$ cat src/rtl/cc_pkg.sv
// rtl/cc_pkg.sv - shared types, widths and compare helper for code_calculator
package cc_pkg;

    localparam int OPW  = 4;
    localparam int RESW = 9;

    typedef enum logic [1:0] {
        OP_SUM    = 2'b00,
        OP_MULSUB = 2'b01,
        OP_ALT    = 2'b10,
        OP_CROSS  = 2'b11
    } op_e;

    // Packed MSB-first so the struct overlays opt[3:0] directly.
    typedef struct packed {
        op_e  op;
        logic descending;
        logic signed_mode;
    } opt_t;

    // True when the pair (a, b) must be swapped to satisfy the requested order.
    function automatic logic out_of_order(input logic signed [RESW-1:0] a,
                                          input logic signed [RESW-1:0] b,
                                          input logic descending);
        return descending ? (a < b) : (a > b);
    endfunction

endpackage

$ cat src/rtl/cc_sort4.sv
// rtl/cc_sort4.sv - combinational 5-comparator sorting network, 4 signed values
module cc_sort4
    import cc_pkg::*;
(
    input  logic                   descending,
    input  logic signed [RESW-1:0] a0,
    input  logic signed [RESW-1:0] a1,
    input  logic signed [RESW-1:0] a2,
    input  logic signed [RESW-1:0] a3,
    output logic signed [RESW-1:0] s0,
    output logic signed [RESW-1:0] s1,
    output logic signed [RESW-1:0] s2,
    output logic signed [RESW-1:0] s3
);

    logic signed [RESW-1:0] l1_0, l1_1, l1_2, l1_3;
    logic signed [RESW-1:0] l2_0, l2_1, l2_2, l2_3;

    // Layers: (0,1)(2,3) -> (0,2)(1,3) -> (1,2)
    always_comb begin
        l1_0 = a0;
        l1_1 = a1;
        l1_2 = a2;
        l1_3 = a3;
        if (out_of_order(a0, a1, descending)) begin
            l1_0 = a1;
            l1_1 = a0;
        end
        if (out_of_order(a2, a3, descending)) begin
            l1_2 = a3;
            l1_3 = a2;
        end

        l2_0 = l1_0;
        l2_1 = l1_1;
        l2_2 = l1_2;
        l2_3 = l1_3;
        if (out_of_order(l1_0, l1_2, descending)) begin
            l2_0 = l1_2;
            l2_2 = l1_0;
        end
        if (out_of_order(l1_1, l1_3, descending)) begin
            l2_1 = l1_3;
            l2_3 = l1_1;
        end

        s0 = l2_0;
        s1 = l2_1;
        s2 = l2_2;
        s3 = l2_3;
        if (out_of_order(l2_1, l2_2, descending)) begin
            s1 = l2_2;
            s2 = l2_1;
        end
    end

endmodule

$ cat src/rtl/code_calculator.sv
// rtl/code_calculator.sv - two-stage pipelined 4-operand sort-and-compute block
module code_calculator
    import cc_pkg::*;
(
    input  logic            clk,
    input  logic            rst,
    input  logic            in_valid,
    input  logic [OPW-1:0]  in_n0,
    input  logic [OPW-1:0]  in_n1,
    input  logic [OPW-1:0]  in_n2,
    input  logic [OPW-1:0]  in_n3,
    input  logic [OPW-1:0]  opt,
    output logic            out_valid,
    output logic [RESW-1:0] out_n
);

    logic           s1_valid;
    logic [OPW-1:0] s1_n0, s1_n1, s1_n2, s1_n3;
    opt_t           s1_opt;

    always_ff @(posedge clk) begin
        if (rst) begin
            s1_valid <= 1'b0;
            s1_n0    <= '0;
            s1_n1    <= '0;
            s1_n2    <= '0;
            s1_n3    <= '0;
            s1_opt   <= '0;
        end else begin
            s1_valid <= in_valid;
            if (in_valid) begin
                s1_n0  <= in_n0;
                s1_n1  <= in_n1;
                s1_n2  <= in_n2;
                s1_n3  <= in_n3;
                s1_opt <= opt_t'(opt);
            end
        end
    end

    function automatic logic signed [RESW-1:0] extend(input logic [OPW-1:0] code,
                                                      input logic is_signed);
        logic fill;
        fill = is_signed & code[OPW-1];
        return {{(RESW-OPW){fill}}, code};
    endfunction

    logic signed [RESW-1:0] e0, e1, e2, e3;
    logic signed [RESW-1:0] s0, s1, s2, s3;

    assign e0 = extend(s1_n0, s1_opt.signed_mode);
    assign e1 = extend(s1_n1, s1_opt.signed_mode);
    assign e2 = extend(s1_n2, s1_opt.signed_mode);
    assign e3 = extend(s1_n3, s1_opt.signed_mode);

    cc_sort4 u_sort (
        .descending (s1_opt.descending),
        .a0         (e0),
        .a1         (e1),
        .a2         (e2),
        .a3         (e3),
        .s0         (s0),
        .s1         (s1),
        .s2         (s2),
        .s3         (s3)
    );

    // 12-bit working width holds every intermediate; the 9 LSBs are the result.
    logic signed [11:0] w0, w1, w2, w3;
    logic signed [11:0] result;

    assign w0 = 12'(s0);
    assign w1 = 12'(s1);
    assign w2 = 12'(s2);
    assign w3 = 12'(s3);

    always_comb begin
        result = '0;
        case (s1_opt.op)
            OP_SUM:    result = w0 + w1 + w2 + w3;
            OP_MULSUB: result = (w0 * w1) - w2;
            OP_ALT:    result = w0 - w1 + w2 - w3;
            OP_CROSS:  result = (w3 * w2) - (w1 * w0);
            default:   result = '0;
        endcase
    end

    always_ff @(posedge clk) begin
        if (rst) begin
            out_valid <= 1'b0;
            out_n     <= '0;
        end else begin
            out_valid <= s1_valid;
            out_n     <= s1_valid ? result[RESW-1:0] : '0;
        end
    end

endmodule

$ cat config.mk
export PLATFORM = sky130hd
export DESIGN_NAME = code_calculator
export DESIGN_NICKNAME = d
export VERILOG_FILES = /design/src/rtl/cc_pkg.sv /design/src/rtl/cc_sort4.sv /design/src/rtl/code_calculator.sv
export SDC_FILE = /design/constraint.sdc
export NUM_CORES = 1
export LEC_CHECK = 0
export CORE_ASPECT_RATIO = 0.6
export CORE_MARGIN = 5
export CORE_UTILIZATION = 55
export CTS_CLUSTER_DIAMETER = 40
export DETAILED_ROUTE_END_ITERATION = 8
export PLACE_DENSITY = 0.81
export RECOVER_POWER = 50
export SLEW_MARGIN = 20
export SYNTH_ARGS = -nofsm -noshare
export SYNTH_HDL_FRONTEND = slang
export SYNTH_SLANG_ARGS = --single-unit
$ cat constraint.sdc
create_clock -name clk -period 15.9 [get_ports clk]
set_input_delay 3.975 -clock clk [delete_from_list [all_inputs] [get_ports clk]]
set_output_delay 3.975 -clock clk [all_outputs]
set_load 0.02 [all_outputs]
==> flow_summary.toml <==
[floorplanning]
fp.dieW_um = 146.9
start_util = 0.5545
row_count = 30
die_h_um = 92.13
coreArea_um2 = 11150
ioPinCount = 33
dieArea_um2 = 13530

[worst_setup_path]
start_kind = "flip-flop"
cp_data_arrival_time_ns = 14.94
slowest_stage = "mux2i_1"
crit_fanout = 14
path_class = "flip-flop to flip-flop"
endpoint_kind = "flip-flop"
cp.required_ns = 16.08
cpMostUsedCell = "inv_1"
worst_path_largest_cell_delay_ns = 0.74
rrSetupSlack_ns = 1.14

[drt]
firstDrtPassIters = 5
drtIter0Drc = 456
viasPerCell = 5.625
drc = 0
drtAntennaViolNets = 0
wirelength_um = 15600
avgRoutedWirePerCell_um = 17.89
vias = 4905

[final_layout]
fin_util = 0.6063
area_growth_syn_to_layout_pct = 9.330
register_area_um2 = 620.6
multi_input_area_um2 = 4956
diodes = 0
drive_above_1_share = 0.05082
num-fill-cells = 927
final_nets = 906

[clock_tree]
cts_sinks = 31
cts_tree = "built"
clock_latency_ns = 0.28
clk_pin_slew_ns = 0.06
cts_hold_buf = 0
htree_levels = 2
post_cts_buffers = 0
cts_buffer_depth = 2
cts-root-buf = "clkbuf_16"
cts_buffers = 5
ctsResizeCount = 0

[placed_design]
io_buffer_count = 32
place_hpwl_um = 13340
gp_congestion = 0.9914
dp_slack_ns = 1.402

[min_path]
hp-class = "flip-flop to flip-flop"

[synth]
syn-cell-area_um2 = 6182
synth_enable_flop_cells = 0
synthCells = 705
syn_nets = 884
ys_ff_latch = 31
synthFlopType = "dfxtp_1"
ys_warn_count = 0
async_flop_share = 0
synth.avg_cell_area_um2 = 8.769
yosysUniqueCellTypes = 56
ys_seq_area_frac = 0.1004

[grt]
grt_first_pass_wirelength_um = 26010
antenna_found_initial = 0
grt-ovfl-total = 0
grt_max_degree = 23
grt_pass1_vias = 4963
grt_usage = 0.2414

[sta]
period_needed_ns = 14.76
fmax_ghz = 0.06776
hold_viol_final = 0
skew_ns = 0.006100
tns_ns = 0
whs_ns = 0.5476
fin_crit_sh = 0.9282
worst_slew_pin_slew_ns = 1.011
slew_headroom = 0.3064
slew_violations = 0
rsz0062_at_grt = "no"
postLayoutSetupSlackWorst_ns = 1.141
setup_viol = 0

[status]
outcome = "finished, final reports clean"

[flow_run]
drv_cap = 0
==> metal layers <==
layer,routed length (um),track usage
met1,7581,0.3730
met2,6153,0.3420
met3,1727,0.06667
met4,141,0.02582
met5,0,0
==> critical path, delay by kind of cell, from the launching register on <==
family,cells,cell delay [ns]
adders and majority gates,15,6.00
and+or+nand+nor,7,1.56
muxes,4,2.05
DFF,1,0.45
xor gates and xnor gates,8,1.52
buffers and inverters,10,0.84
AOI/OAI and AO/OA,9,2.24
==> registers in the layout (all words and copies together), names as in the netlist <==
signal / flops
s1_opt: 4
s1_n0: 4
s1_n1: 4
s1_valid: 1
s1_n2: 4
out_valid: 1
s1_n3: 4
out_n: 9
==> cells by family after synthesis <==
logic type | after synthesis | share of synthesized area
AND/OR/NAND/NOR | 146 | 0.1093
flip-flops | 31 | 0.1004
buffers and inverters | 159 | 0.09796
XOR/XNOR | 58 | 0.08440
AO/OA/AOI/OAI | 89 | 0.09533
adder cells (fa/ha/maj) | 160 | 0.3967
multiplexers | 62 | 0.1160
==> path summary, 6_finish.rpt <==
kind,startpoint,end,cells after the start
hold / removal,s1_n0[0],s1_n0[0],2
hold reg to reg,s1_n0[0],s1_n0[0],2
setup / recovery,s1_n1[2],out_n[8],53
setup reg to reg,s1_n1[2],out_n[8],53
==> final cells by class <==
cell class	count	area share
clock buffers	5	0.01851
clock inverters	3	0.003702
inverters	141	0.07830
multi-input cells	515	0.7332
flip-flops and latches	31	0.09182
well taps	144	0.02666
repair buffers	33	0.04776
==> through the flow <==
stage | instance area (um^2) | instances
2_1_floorplan | 6182 | 705
3_3_place_gp | 6614 | 864
3_5_place_dp | 6614 | 864
4_1_cts | 6764 | 872
5_1_grt | 6759 | 872
6_report | 6759 | 872
==> synthesized netlist by cell type (2+ instances only) <==
library cell,instances,share of area
a2111oi_0,2,0.0028
a211oi_1,3,0.0036
a21o_1,7,0.0085
a21oi_1,38,0.031
a41oi_1,5,0.0071
and2_1,9,0.0091
buf_1,3,0.0018
buf_2,2,0.0016
clkbuf_1,10,0.0061
clkbuf_2,2,0.0016
dfxtp_1,31,0.10
fa_1,61,0.20
ha_1,95,0.19
inv_1,141,0.086
maj3_1,2,0.0032
maj3_2,2,0.0036
mux2_2,10,0.018
mux2i_1,44,0.071
mux4_2,6,0.022
nand2_1,32,0.019
nand2b_1,9,0.0091
nor2_1,68,0.041
nor2b_1,16,0.016
nor4b_1,2,0.0028
o211ai_1,2,0.0024
o21ai_0,8,0.0065
o21ai_1,2,0.0016
o21bai_1,8,0.0097
o41ai_1,2,0.0028
or2_2,2,0.0020
xnor2_1,45,0.064
xor2_1,12,0.017
==> placed cells by master, fill, tap and decap left out, types with 2 or more instances in the layout <==
| master | netlist | layout |
|---|---|---|
| a2111oi_0 | 2 | 2 |
| a211oi_1 | 3 | 3 |
| a21o_1 | 7 | 7 |
| a21oi_1 | 38 | 38 |
| a41oi_1 | 5 | 5 |
| and2_1 | 9 | 9 |
| clkbuf_16 | 0 | 5 |
| clkdlybuf4s50_1 | 0 | 30 |
| clkinv_4 | 0 | 2 |
| dfxtp_1 | 31 | 31 |
| fa_1 | 61 | 61 |
| ha_1 | 95 | 95 |
| inv_1 | 141 | 141 |
| maj3_1 | 2 | 2 |
| maj3_2 | 2 | 2 |
| mux2_2 | 10 | 10 |
| mux2i_1 | 44 | 44 |
| mux4_2 | 6 | 6 |
| nand2_1 | 32 | 32 |
| nand2b_1 | 9 | 9 |
| nor2_1 | 68 | 68 |
| nor2b_1 | 16 | 16 |
| nor4b_1 | 2 | 2 |
| o211ai_1 | 2 | 2 |
| o21ai_0 | 8 | 8 |
| o21ai_1 | 2 | 2 |
| o21bai_1 | 8 | 8 |
| o41ai_1 | 2 | 2 |
| or2_2 | 2 | 2 |
| xnor2_1 | 45 | 45 |
| xor2_1 | 12 | 12 |
Power is left out: the tool's default activity adds up to more than one toggle a clock period on the data nets, which glitch-free logic cannot reach.
